File: config.mk
export PLATFORM = sky130hd
export DESIGN_NAME = countdown_timer
export DESIGN_NICKNAME = d
export VERILOG_FILES = /design/src/rtl/timer_pkg.sv /design/src/rtl/timer_prescaler.sv /design/src/rtl/countdown_timer.sv
export SDC_FILE = /design/constraint.sdc
export NUM_CORES = 1
export LEC_CHECK = 0
export ABC_CLOCK_PERIOD_IN_PS = 5200
export BUFFER_PORTS_ARGS = -buffer_cell sky130_fd_sc_hd__buf_4
export CORE_MARGIN = 4
export CORE_UTILIZATION = 40
export DETAILED_ROUTE_END_ITERATION = 8
export GPL_ROUTABILITY_DRIVEN = 0
export GPL_TIMING_DRIVEN = 0
export PLACE_DENSITY = 0.73
export SKIP_CTS_REPAIR_TIMING = 1
export SLEW_MARGIN = 20
export SYNTH_ARGS = -nofsm -noshare
export SYNTH_HDL_FRONTEND = slang
export SYNTH_SLANG_ARGS = --single-unit
File: constraint.sdc
create_clock -name clk -period 5.2 [get_ports clk]
set_input_delay 0 -clock clk [delete_from_list [all_inputs] [get_ports clk]]
set_output_delay 0 -clock clk [all_outputs]
set_load 0.02 [all_outputs]
File: src/rtl/timer_pkg.sv
// Shared definitions for the countdown timer: register offsets, modes,
// FSM states and the CTRL register layout.
package timer_pkg;

  localparam int unsigned WIDTH      = 32;
  localparam int unsigned CTRL_BITS  = 4;
  localparam int unsigned PRESCALE_W = 16;

  localparam logic [1:0] CTRL_OFF     = 2'd0;
  localparam logic [1:0] PRESET_OFF   = 2'd1;
  localparam logic [1:0] COUNT_OFF    = 2'd2;
  localparam logic [1:0] PRESCALE_OFF = 2'd3;

  localparam logic [1:0] MODE_ONESHOT = 2'b00;
  localparam logic [1:0] MODE_RELOAD  = 2'b01;

  localparam int unsigned EN_BIT   = 0;
  localparam int unsigned MODE_LSB = 1;
  localparam int unsigned IM_BIT   = 3;

  typedef enum logic [1:0] {
    IDLE = 2'd0,
    LOAD = 2'd1,
    CNT  = 2'd2,
    INT  = 2'd3
  } state_t;

  typedef struct packed {
    logic       im;
    logic [1:0] mode;
    logic       en;
  } ctrl_t;

  // Reserved modes (1x) fall back to one-shot.
  function automatic logic mode_is_reload(logic [1:0] mode);
    case (mode)
      MODE_ONESHOT: return 1'b0;
      MODE_RELOAD:  return 1'b1;
      default:      return 1'b0;
    endcase
  endfunction

endpackage

File: src/rtl/timer_prescaler.sv
// Decrement-rate divider for the countdown timer; only built when
// TIMER_PRESCALE_EN is defined.
`ifdef TIMER_PRESCALE_EN
module timer_prescaler
  import timer_pkg::*;
(
  input  logic                  clk,
  input  logic                  reset,
  input  logic                  clr,
  input  logic                  run,
  input  logic [PRESCALE_W-1:0] prescale,
  output logic                  tick_c
);

  logic [PRESCALE_W-1:0] div_q;

  assign tick_c = (div_q == prescale);

  // Divider restarts after each tick and whenever the timer is reloaded or disabled.
  always_ff @(posedge clk) begin
    if (reset || clr) begin
      div_q <= '0;
    end else if (run) begin
      div_q <= tick_c ? '0 : div_q + PRESCALE_W'(1);
    end
  end

endmodule
`endif

File: src/rtl/countdown_timer.sv
// Memory-mapped 32-bit countdown timer with one-shot / auto-reload modes
// and a level interrupt. Optional prescaler at addr 3 via TIMER_PRESCALE_EN.
module countdown_timer
  import timer_pkg::*;
(
  input  logic        clk,
  input  logic        reset,
  input  logic [29:0] addr,
  input  logic        we,
  input  logic [31:0] din,
  output logic [31:0] dout,
  output logic        irq
);

  state_t           state_q, state_nxt;
  ctrl_t            ctrl_q, ctrl_nxt;
  logic [WIDTH-1:0] preset_q, preset_nxt;
  logic [WIDTH-1:0] count_q, count_nxt;
  logic             int_flag_q, int_flag_nxt;

  logic [1:0] reg_sel;
  logic       wr_ctrl;
  logic       wr_preset;
  logic       step_c;
  logic       unused_addr;

  assign reg_sel     = addr[1:0];
  assign unused_addr = ^addr[29:2];
  assign wr_ctrl     = we && (reg_sel == CTRL_OFF);
  assign wr_preset   = we && (reg_sel == PRESET_OFF);

`ifdef TIMER_PRESCALE_EN
  logic [PRESCALE_W-1:0] prescale_q;
  logic                  wr_prescale;

  assign wr_prescale = we && (reg_sel == PRESCALE_OFF);

  // Prescale register.
  always_ff @(posedge clk) begin
    if (reset) begin
      prescale_q <= '0;
    end else if (wr_prescale) begin
      prescale_q <= din[PRESCALE_W-1:0];
    end
  end

  timer_prescaler u_prescaler (
    .clk      (clk),
    .reset    (reset),
    .clr      ((state_q == LOAD) || !ctrl_q.en),
    .run      (state_q == CNT),
    .prescale (prescale_q),
    .tick_c   (step_c)
  );
`else
  assign step_c = 1'b1;
`endif

  // State and register file update.
  always_ff @(posedge clk) begin
    if (reset) begin
      state_q    <= IDLE;
      ctrl_q     <= '0;
      preset_q   <= '0;
      count_q    <= '0;
      int_flag_q <= 1'b0;
    end else begin
      state_q    <= state_nxt;
      ctrl_q     <= ctrl_nxt;
      preset_q   <= preset_nxt;
      count_q    <= count_nxt;
      int_flag_q <= int_flag_nxt;
    end
  end

  // Next-state logic; bus writes to CTRL override the one-shot EN auto-clear.
  always_comb begin
    state_nxt    = state_q;
    ctrl_nxt     = ctrl_q;
    preset_nxt   = preset_q;
    count_nxt    = count_q;
    int_flag_nxt = int_flag_q;

    if (wr_ctrl || wr_preset) begin
      int_flag_nxt = 1'b0;
    end

    case (state_q)
      IDLE: begin
        if (ctrl_q.en) begin
          state_nxt = LOAD;
        end
      end
      LOAD: begin
        count_nxt = (preset_q == '0) ? WIDTH'(1) : preset_q;
        state_nxt = CNT;
      end
      CNT: begin
        if (!ctrl_q.en) begin
          state_nxt = IDLE;
        end else if (step_c) begin
          if (count_q > WIDTH'(1)) begin
            count_nxt = count_q - WIDTH'(1);
          end else begin
            count_nxt = '0;
            state_nxt = INT;
            if (mode_is_reload(ctrl_q.mode)) begin
              int_flag_nxt = 1'b1;
            end
          end
        end
      end
      INT: begin
        if (mode_is_reload(ctrl_q.mode)) begin
          int_flag_nxt = 1'b0;
          state_nxt    = LOAD;
        end else begin
          int_flag_nxt = 1'b1;
          ctrl_nxt.en  = 1'b0;
          state_nxt    = IDLE;
        end
      end
      default: state_nxt = IDLE;
    endcase

    if (wr_ctrl) begin
      ctrl_nxt = '{im: din[IM_BIT], mode: din[MODE_LSB +: 2], en: din[EN_BIT]};
    end
    if (wr_preset) begin
      preset_nxt = din;
    end
  end

  // Read mux.
  always_comb begin
    dout = '0;
    case (reg_sel)
      CTRL_OFF:     dout = {{(WIDTH - CTRL_BITS){1'b0}}, ctrl_q};
      PRESET_OFF:   dout = preset_q;
      COUNT_OFF:    dout = count_q;
`ifdef TIMER_PRESCALE_EN
      PRESCALE_OFF: dout = {{(WIDTH - PRESCALE_W){1'b0}}, prescale_q};
`else
      PRESCALE_OFF: dout = '0;
`endif
      default:      dout = '0;
    endcase
  end

  assign irq = int_flag_q & ctrl_q.im;

endmodule

======== Word-level counts from Yosys, hierarchy flattened ========
Index checks and enable logic that the tools add are counted.
storage, ports and cells
  flip-flop bits (word level) ............. 71
  memory bits (read-only) ................. 0
  memories ................................ 0
  output and inout bits ................... 33
  RAM bits ................................ 0
  logic and storage cells ................. 56
  bits of input ports ..................... 65
  bits in latches ......................... 0
cells by class
  multipliers ............................. 0
  add/sub/neg operators ................... 1
  magnitude comparators ................... 1
  reduce and logical (&&, ||, !) cells .... 11
  bitwise logic cells ..................... 1
  multiplexer cells ....................... 24
  div/mod/pow operators ................... 0
  equal/unequal tests ..................... 11
  shifts and indexed selects .............. 0
operators by type and width
  kind                                                 count
  one-hot mux 32 bit (4 select lines)                  1
  2-to-1 mux 32 bit                                    3
  one-hot mux 32 bit (2 select lines)                  1
  > comparator 32 x 1 -> 1 bit, second input constant  1
  logical NOT 32 bit                                   1
  subtractor 32 x 1 -> 32 bit, second input constant   1
  2-to-1 mux 1 bit                                     14
  equality test 2 bit, second input constant           4
  one-hot mux 2 bit (4 select lines)                   1
  equality test 2 x 1 -> 1 bit, second input constant  3
  2-to-1 mux 2 bit                                     3
  != test 2 bit, second input constant                 3
  AND reduction 2 bit                                  3
  logical NOT 2 bit                                    2
  nonzero test 2 bit                                   2
  != test 3 bit, second input constant                 1
  logical AND 1 bit                                    2
  one-hot mux 1 bit (2 select lines)                   1
  bitwise AND 1 bit                                    1
  logical OR 1 bit                                     1

======== Depth between registers and ports, before layout ========
Gate-level depths: netlist (run 1).
  depth after elaboration ................. 9
  gate-level depth with buffers ........... 8
  depth with buffers taken out ............ 7

======== Least setup slack after synthesis (run 1) ========
No wires, ideal clock.
  kind .................................... register to register
  start ................................... reg count_q[0]
  end ..................................... reg count_q[30]
  library setup time ...................... 95 ps
  required time ........................... 5,105 ps
  path buffers ............................ 1
  data arrival time ....................... 1,893 ps
  period minus slack after synthesis ...... 1,989 ps
  path slack .............................. 3,211 ps
  cell stages (with the launch flop) ...... 8
  path through ............................ dfxtp_1 -> inv_1 -> ha_1 -> or4b_1 -> clkbuf_1 -> nor3_1 -> a41oi_1 -> a221oi_1
between the ends
  cells in the longest elaborated chain, start to end .. 4
  elaborated cells between the ends (all ways) .. 5
ends and longest elaborated chain
  element                                                                      RTL line                                        source
  start: declaration                                                           countdown_timer.sv:18                           logic [WIDTH-1:0] count_q, count_nxt;
  start signal: assignment                                                     countdown_timer.sv:71                           count_q <= count_nxt;
  subtractor 32 x 1 -> 32 bit or > comparator 32 x 1 -> 1 bit (tied branches)  countdown_timer.sv:103, countdown_timer.sv:102
  2-to-1 mux 32 bit (*)                                                        countdown_timer.sv:102                          if (count_q > WIDTH'(1)) begin
  2-to-1 mux 32 bit (*)                                                        countdown_timer.sv:99                           if (!ctrl_q.en) begin
  one-hot mux 32 bit (2 select lines) (*)                                      countdown_timer.sv:88                           case (state_q)
Mark *: on every way between the ends. The rest lies on a longest branch, timed or not. The select of a mux whose other input is x is not followed.
A chain may end at the register's enable or synchronous reset.

======== Final worst setup path (run 1) ========
  start ................................... reg count_q[0]
  end ..................................... reg count_q[26]
The elaborated chain is that of the path after synthesis.

==> out/metrics.cfg, run 1 <==
[finish]
drive_above_1_share_pct=15.9
syn_to_final_growth_pct=27.5
nNetsFinal=736
utilization_pct=52.2
n_antenna_cell=0

[grt]
gr-total-overflow=0
grt_antenna_before_repair=0
grt_pass1_vias=4636
track_usage_pct=24.4
grt_max_degree=14
grt_pass1_wl_mm=24.4

[logic_synthesis]
ys_types=60
synth_xor_area_share_pct=0
synth_area_um2=4230
synthMuxAreaShare_pct=1.92
netlist.area_leader.share_pct=33.6
ys_seq_elements=71
synth_flop_cell=dfxtp_1
synthSimpleGateAreaFrac_pct=31.1
synth_compound_area_share_pct=26.8
ys_warn_count=0
syn_avg_cell_area_um2=7.57
synth_edf_count=0
yosys.area.top_type=dfxtp_1
synth_top_family_by_area=simple AND/OR/NAND/NOR gates
syn_inst=559
synth_commonest_cells=nand2_1, dfxtp_1, a21oi_1
ys_seq_area_share_pct=33.6
synth_most_common_cell=nand2_1
synth-adder-area-share_pct=0.591
netlist_top_cells_area=dfxtp_1, nand2_1, a21oi_1
ys_async_sr_fraction_pct=0
syn_nets=626

[sta]
worst_pin_slew_ns=1.03
finalHoldViolCount=0
fin_skew_ns=0.0153
post-route-min-period_ns=2.76
maxSlewViolCount=0
finalCritPeriodShare_pct=53.1
setup_viol_count_final=0
relSlewSlack_pct=30.5
setup_tns_ns=0
rsz0062_at_grt=false
fmax_mhz=362

[clock_tree]
cts-root-buf=clkbuf_8
numCtsBuffers=9
clkTransAtPathRegs_ns=0.08
htreeDepth=3
cts_tree=yes
cts_buffer_depth=2
clock_sinks=71
clock_latency_ns=0.38

[power]
p_leak_nw=2.05
sequentialPowerShare_pct=49.3
cellInternalPower_mw=0.802
powerDensity_nw_per_um2=214
p_switching_mw=0.351
switching_share_pct=30.5
ir_drop_mv=0.146
combPwrFrac_pct=15.3
p_clk_share_pct=35.4

[setup_path]
slowest_delay_ns=0.85
endpoint_kind=flip-flop
crit_buf_inv=1
cp.arrival_ns=3.05
crit_chain=inv_1, ha_1, nor4b_1, nand4_1, nor4_1, a22oi_1, o221ai_1
critical_path_class=flip-flop to flip-flop
slowest_stage=nor4b_1
start_kind=flip-flop
cp_top_family=simple AND/OR/NAND/NOR gates
crit_required_ns=5.49
cp_max_fo=6

[floorplanning]
die_w_um=111
rows=37
die_y_um=111
io_pins=98
start_util_pct=41.0
coreArea_um2=10300
dieArea_um2=12300

[placed_design]
port_buffers=67
dpl.hpwl_mm=11.2

[drt]
wl_per_cell_um=19.5
wirelength_mm=15.8
vias=5065
drcViolationCount=0
vias_per_cell=6.26
dr.pass1.iters=6
drtIter0Drc=655
antenna_left=0

[run_status]
status=finished, final reports clean

[run]
max-cap-violations=0

[min_path]
worstHoldPathType=primary input to flip-flop

## flip-flops by register name, summed over array words and instances, names as in the netlist
signal / flops
ctrl_q: 4
count_q: 32
state_q: 2
preset_q: 32
int_flag_q: 1
## per-layer routing
metal	track usage [%]	vias up	wire (um)
li1	-	2302	-
met1	31.8	2346	6300
met2	37.1	356	6930
met3	7.70	61	1910
met4	10.7	0	654
met5	0	-	0
## stage by stage
stage	setup slack, ns	cell area [um2]	hold WS [ns]	cells	power, mW
2_1_floorplan	3.21	4230	0.136	559	0.667
3_3_place_gp	2.76	4900	0.249	762	0.729
3_5_place_dp	2.64	4900	0.254	762	0.733
4_1_cts	2.58	5070	-0.131	777	1.13
5_1_grt	2.30	5390	0.0769	809	1.19
6_report	2.44	5390	0.0694	809	1.15
## worst min-delay path, cell delays in order
cell      delay (ns)
buf_4           0.09
nand2b_1        0.07
a31oi_1         0.16
a21oi_1         0.07
## cell usage in the layout, fill, tap and decap left out, types with 3 or more instances in the layout
cell type | netlist | final
mux2i_1 | 7 | 7
nand4b_1 | 4 | 4
o21bai_1 | 3 | 3
o211ai_1 | 6 | 6
inv_1 | 8 | 8
nand3b_1 | 7 | 7
nor4_1 | 24 | 24
or3_1 | 4 | 4
clkinvlp_4 | 0 | 3
and3_1 | 8 | 8
clkbuf_8 | 0 | 9
a21oi_1 | 52 | 52
nand4_1 | 13 | 13
nand2b_1 | 8 | 8
a31oi_1 | 23 | 23
or2_2 | 4 | 4
o21ai_0 | 13 | 13
a22o_1 | 28 | 28
nor2_1 | 27 | 27
nand2_1 | 99 | 99
nor2b_1 | 5 | 5
nor3_1 | 16 | 16
buf_2 | 8 | 8
nand3_1 | 12 | 12
dfxtp_1 | 71 | 71
a211oi_1 | 4 | 4
a32oi_1 | 7 | 7
o31a_1 | 3 | 3
buf_4 | 0 | 67
a22oi_1 | 7 | 7
clkbuf_1 | 43 | 43
dlygate4sd3_1 | 0 | 32
## cells by family (layout without fill, tap and decap cells)
family,count (synthesis),in the layout
and+or+nand+nor,250,250
AOI/OAI and AO/OA,167,167
DFF,71,71
buffers and inverters,61,175
muxes,8,8
adders and majority gates,2,2
## power by group through the flow
stage,clock (mW),sequential (mW),combinational [mW]
after floorplan,0,0.575,0.0920
after global placement,0,0.580,0.149
after detailed placement,0,0.581,0.152
after CTS,0.406,0.568,0.153
after global routing,0.428,0.570,0.189
final,0.408,0.568,0.177
## path summary, 6_finish.rpt
kind | startpoint | endpoint | slack (ns) | cells past startpoint
max | count_q[0] | count_q[26] | 2.44 | 7
min | we | int_flag_q | 0.07 | 4
max reg2reg | count_q[0] | count_q[26] | 2.44 | 7
min reg2reg | preset_q[7] | preset_q[7] | 0.50 | 2
## cell type report
cell class / count / area (um2)
plain buffers: 53 / 224
clock buffers: 9 / 124
clock inverters: 6 / 45.0
fillers: 955 / 4930
inverters: 8 / 30.0
multi-input cells: 427 / 2560
flip-flops and latches: 71 / 1420
well taps: 136 / 170
repair buffers: 99 / 823
Power figures use the tool's default switching activity.
==> inputs of run 2 (changes only) <==
--- a/config.mk
+++ b/config.mk
@@ -5,14 +5,14 @@
 export SDC_FILE = /design/constraint.sdc
 export NUM_CORES = 1
 export LEC_CHECK = 0
-export ABC_CLOCK_PERIOD_IN_PS = 5200
+export ABC_CLOCK_PERIOD_IN_PS = 2250
 export BUFFER_PORTS_ARGS = -buffer_cell sky130_fd_sc_hd__buf_4
 export CORE_MARGIN = 4
 export CORE_UTILIZATION = 40
 export DETAILED_ROUTE_END_ITERATION = 8
 export GPL_ROUTABILITY_DRIVEN = 0
 export GPL_TIMING_DRIVEN = 0
-export PLACE_DENSITY = 0.73
+export PLACE_DENSITY = 0.76
 export SKIP_CTS_REPAIR_TIMING = 1
 export SLEW_MARGIN = 20
 export SYNTH_ARGS = -nofsm -noshare
==> constraint.sdc (replaced) <==
create_clock -name clk -period 2.25 [get_ports clk]
set_input_delay 0 -clock clk [delete_from_list [all_inputs] [get_ports clk]]
set_output_delay 0 -clock clk [all_outputs]
set_load 0.02 [all_outputs]
==> run 2 against run 1 <==
Compared with the run above:
- design area rose by 4.5%
- count of clock-buffer cells in the layout rose by 1
- critical path type unchanged
- global-route usage is 0.16 points higher
- worst setup slack got worse by 2.4 ns
- largest cell class unchanged
==> out/metrics.cfg, run 2 (synthesis gave the netlist of run 1 again) <==
[clock_tree]
htreeDepth=3
clock_latency_ns=0.37
numCtsBuffers=9
cts_tree=yes
clkTransAtPathRegs_ns=0.08
clock_sinks=71
cts_buffer_depth=2
cts-root-buf=clkbuf_8

[finish]
utilization_pct=54.6
multiInputGateArea_um2=2700
drive_above_1_share_pct=21.3
top_regs=count_q (32), preset_q (32), ctrl_q (4)
seqCellArea_um2=1420
n_antenna_cell=0
instances_no_fill=813
final_common_cell=nand2_1
final_cell_mix=nand2_1, buf_4, dfxtp_1, a21oi_1, dlygate4sd3_1
fill_cells=932
nNetsFinal=740
stdcell_area_um2=5640
syn_to_final_growth_pct=33.3

[placed_design]
dpl.hpwl_mm=11.3
dp_slack_ns=-0.336
port_buffers=67
placed_area_um2=4900
dp_cells=762

[drt]
wirelength_mm=16.3
drtIter0Drc=752
wl_per_cell_um=20.0
antenna_left=0
vias_per_cell=6.39
vias=5193
dr.pass1.iters=8
drcViolationCount=0

[grt]
grt_antenna_before_repair=0
track_usage_pct=24.6
gr-total-overflow=0
grt_pass1_wl_mm=24.6
grt_pass1_vias=4912
grt_max_degree=13

[run_status]
status=finished, final reports clean

[floorplanning]
die_y_um=111
dieArea_um2=12300
io_pins=98
start_util_pct=41.0
die_w_um=111
rows=37
coreArea_um2=10300

[power]
ir_drop_mv=0.296
total_power_mw=2.81
p_leak_nw=2.17
powerDensity_nw_per_um2=499

[setup_path]
critical_path_class=flip-flop to flip-flop
endpoint_kind=flip-flop
cp_top_family=simple AND/OR/NAND/NOR gates
cp.arrival_ns=2.45
rrSetupSlack_ns=0.02
slowest_stage=or4_4
crit_chain=buf_2, or4_4, nor3_4, a31oi_4, buf_4, a32oi_1, a31oi_1
crit_buf_inv=2
cp_max_fo=10
start_kind=flip-flop
crit_required_ns=2.48
slowest_delay_ns=0.58

[sta]
relSlewSlack_pct=49.4
setup_viol_count_final=0
worst_pin_slew_ns=0.760
setup_slack_ns=0.0242
fin_skew_ns=0.0101
maxSlewViolCount=0
finalCritPeriodShare_pct=98.9
setup_tns_ns=0
finalHoldViolCount=0
hold-worst-slack_ns=0.0741
post-route-min-period_ns=2.23
fmax_mhz=449

[min_path]
worstHoldPathType=primary input to flip-flop

[run]
max-cap-violations=0

[run 2: layout make-up]
type / count / share of cell area, %
Buffer: 50 / 4.26
Tap cell: 136 / 3.02
Multi-Input combinational cell: 427 / 47.9
Timing Repair Buffer: 106 / 15.5
Sequential cell: 71 / 25.2
Clock buffer: 10 / 2.44
Inverter: 8 / 0.533
Clock inverter: 5 / 1.04
[run 2: where the power goes]
part           internal [mW]  switching, mW  total (mW)
logic                  0.193          0.244       0.438
clock network          0.536          0.523        1.06
registers               1.28         0.0350        1.32
total                   2.01          0.802        2.81
[run 2: path summary, 6_finish.rpt]
check | from | end | cells after the start
setup reg to reg | count_q[13] | count_q[9] | 7
hold / removal | we | int_flag_q | 4
setup / recovery | count_q[13] | count_q[9] | 7
hold reg to reg | preset_q[7] | preset_q[7] | 2
[run 2: worst reg2reg max path, delay by kind of cell, from the launching register on]
kind	cells	cell delay, ns
and+or+nand+nor	2	0.93
AOI/OAI and AO/OA	3	0.48
buffers and inverters	2	0.40
DFF	1	0.30
[run 2: metal layers]
metal,vias up,track usage [%],routed length [um]
met3,93,7.59,2120
li1,2322,-,-
met4,0,12.2,784
met5,-,0,0
met2,402,38.2,7370
met1,2376,30.8,5990
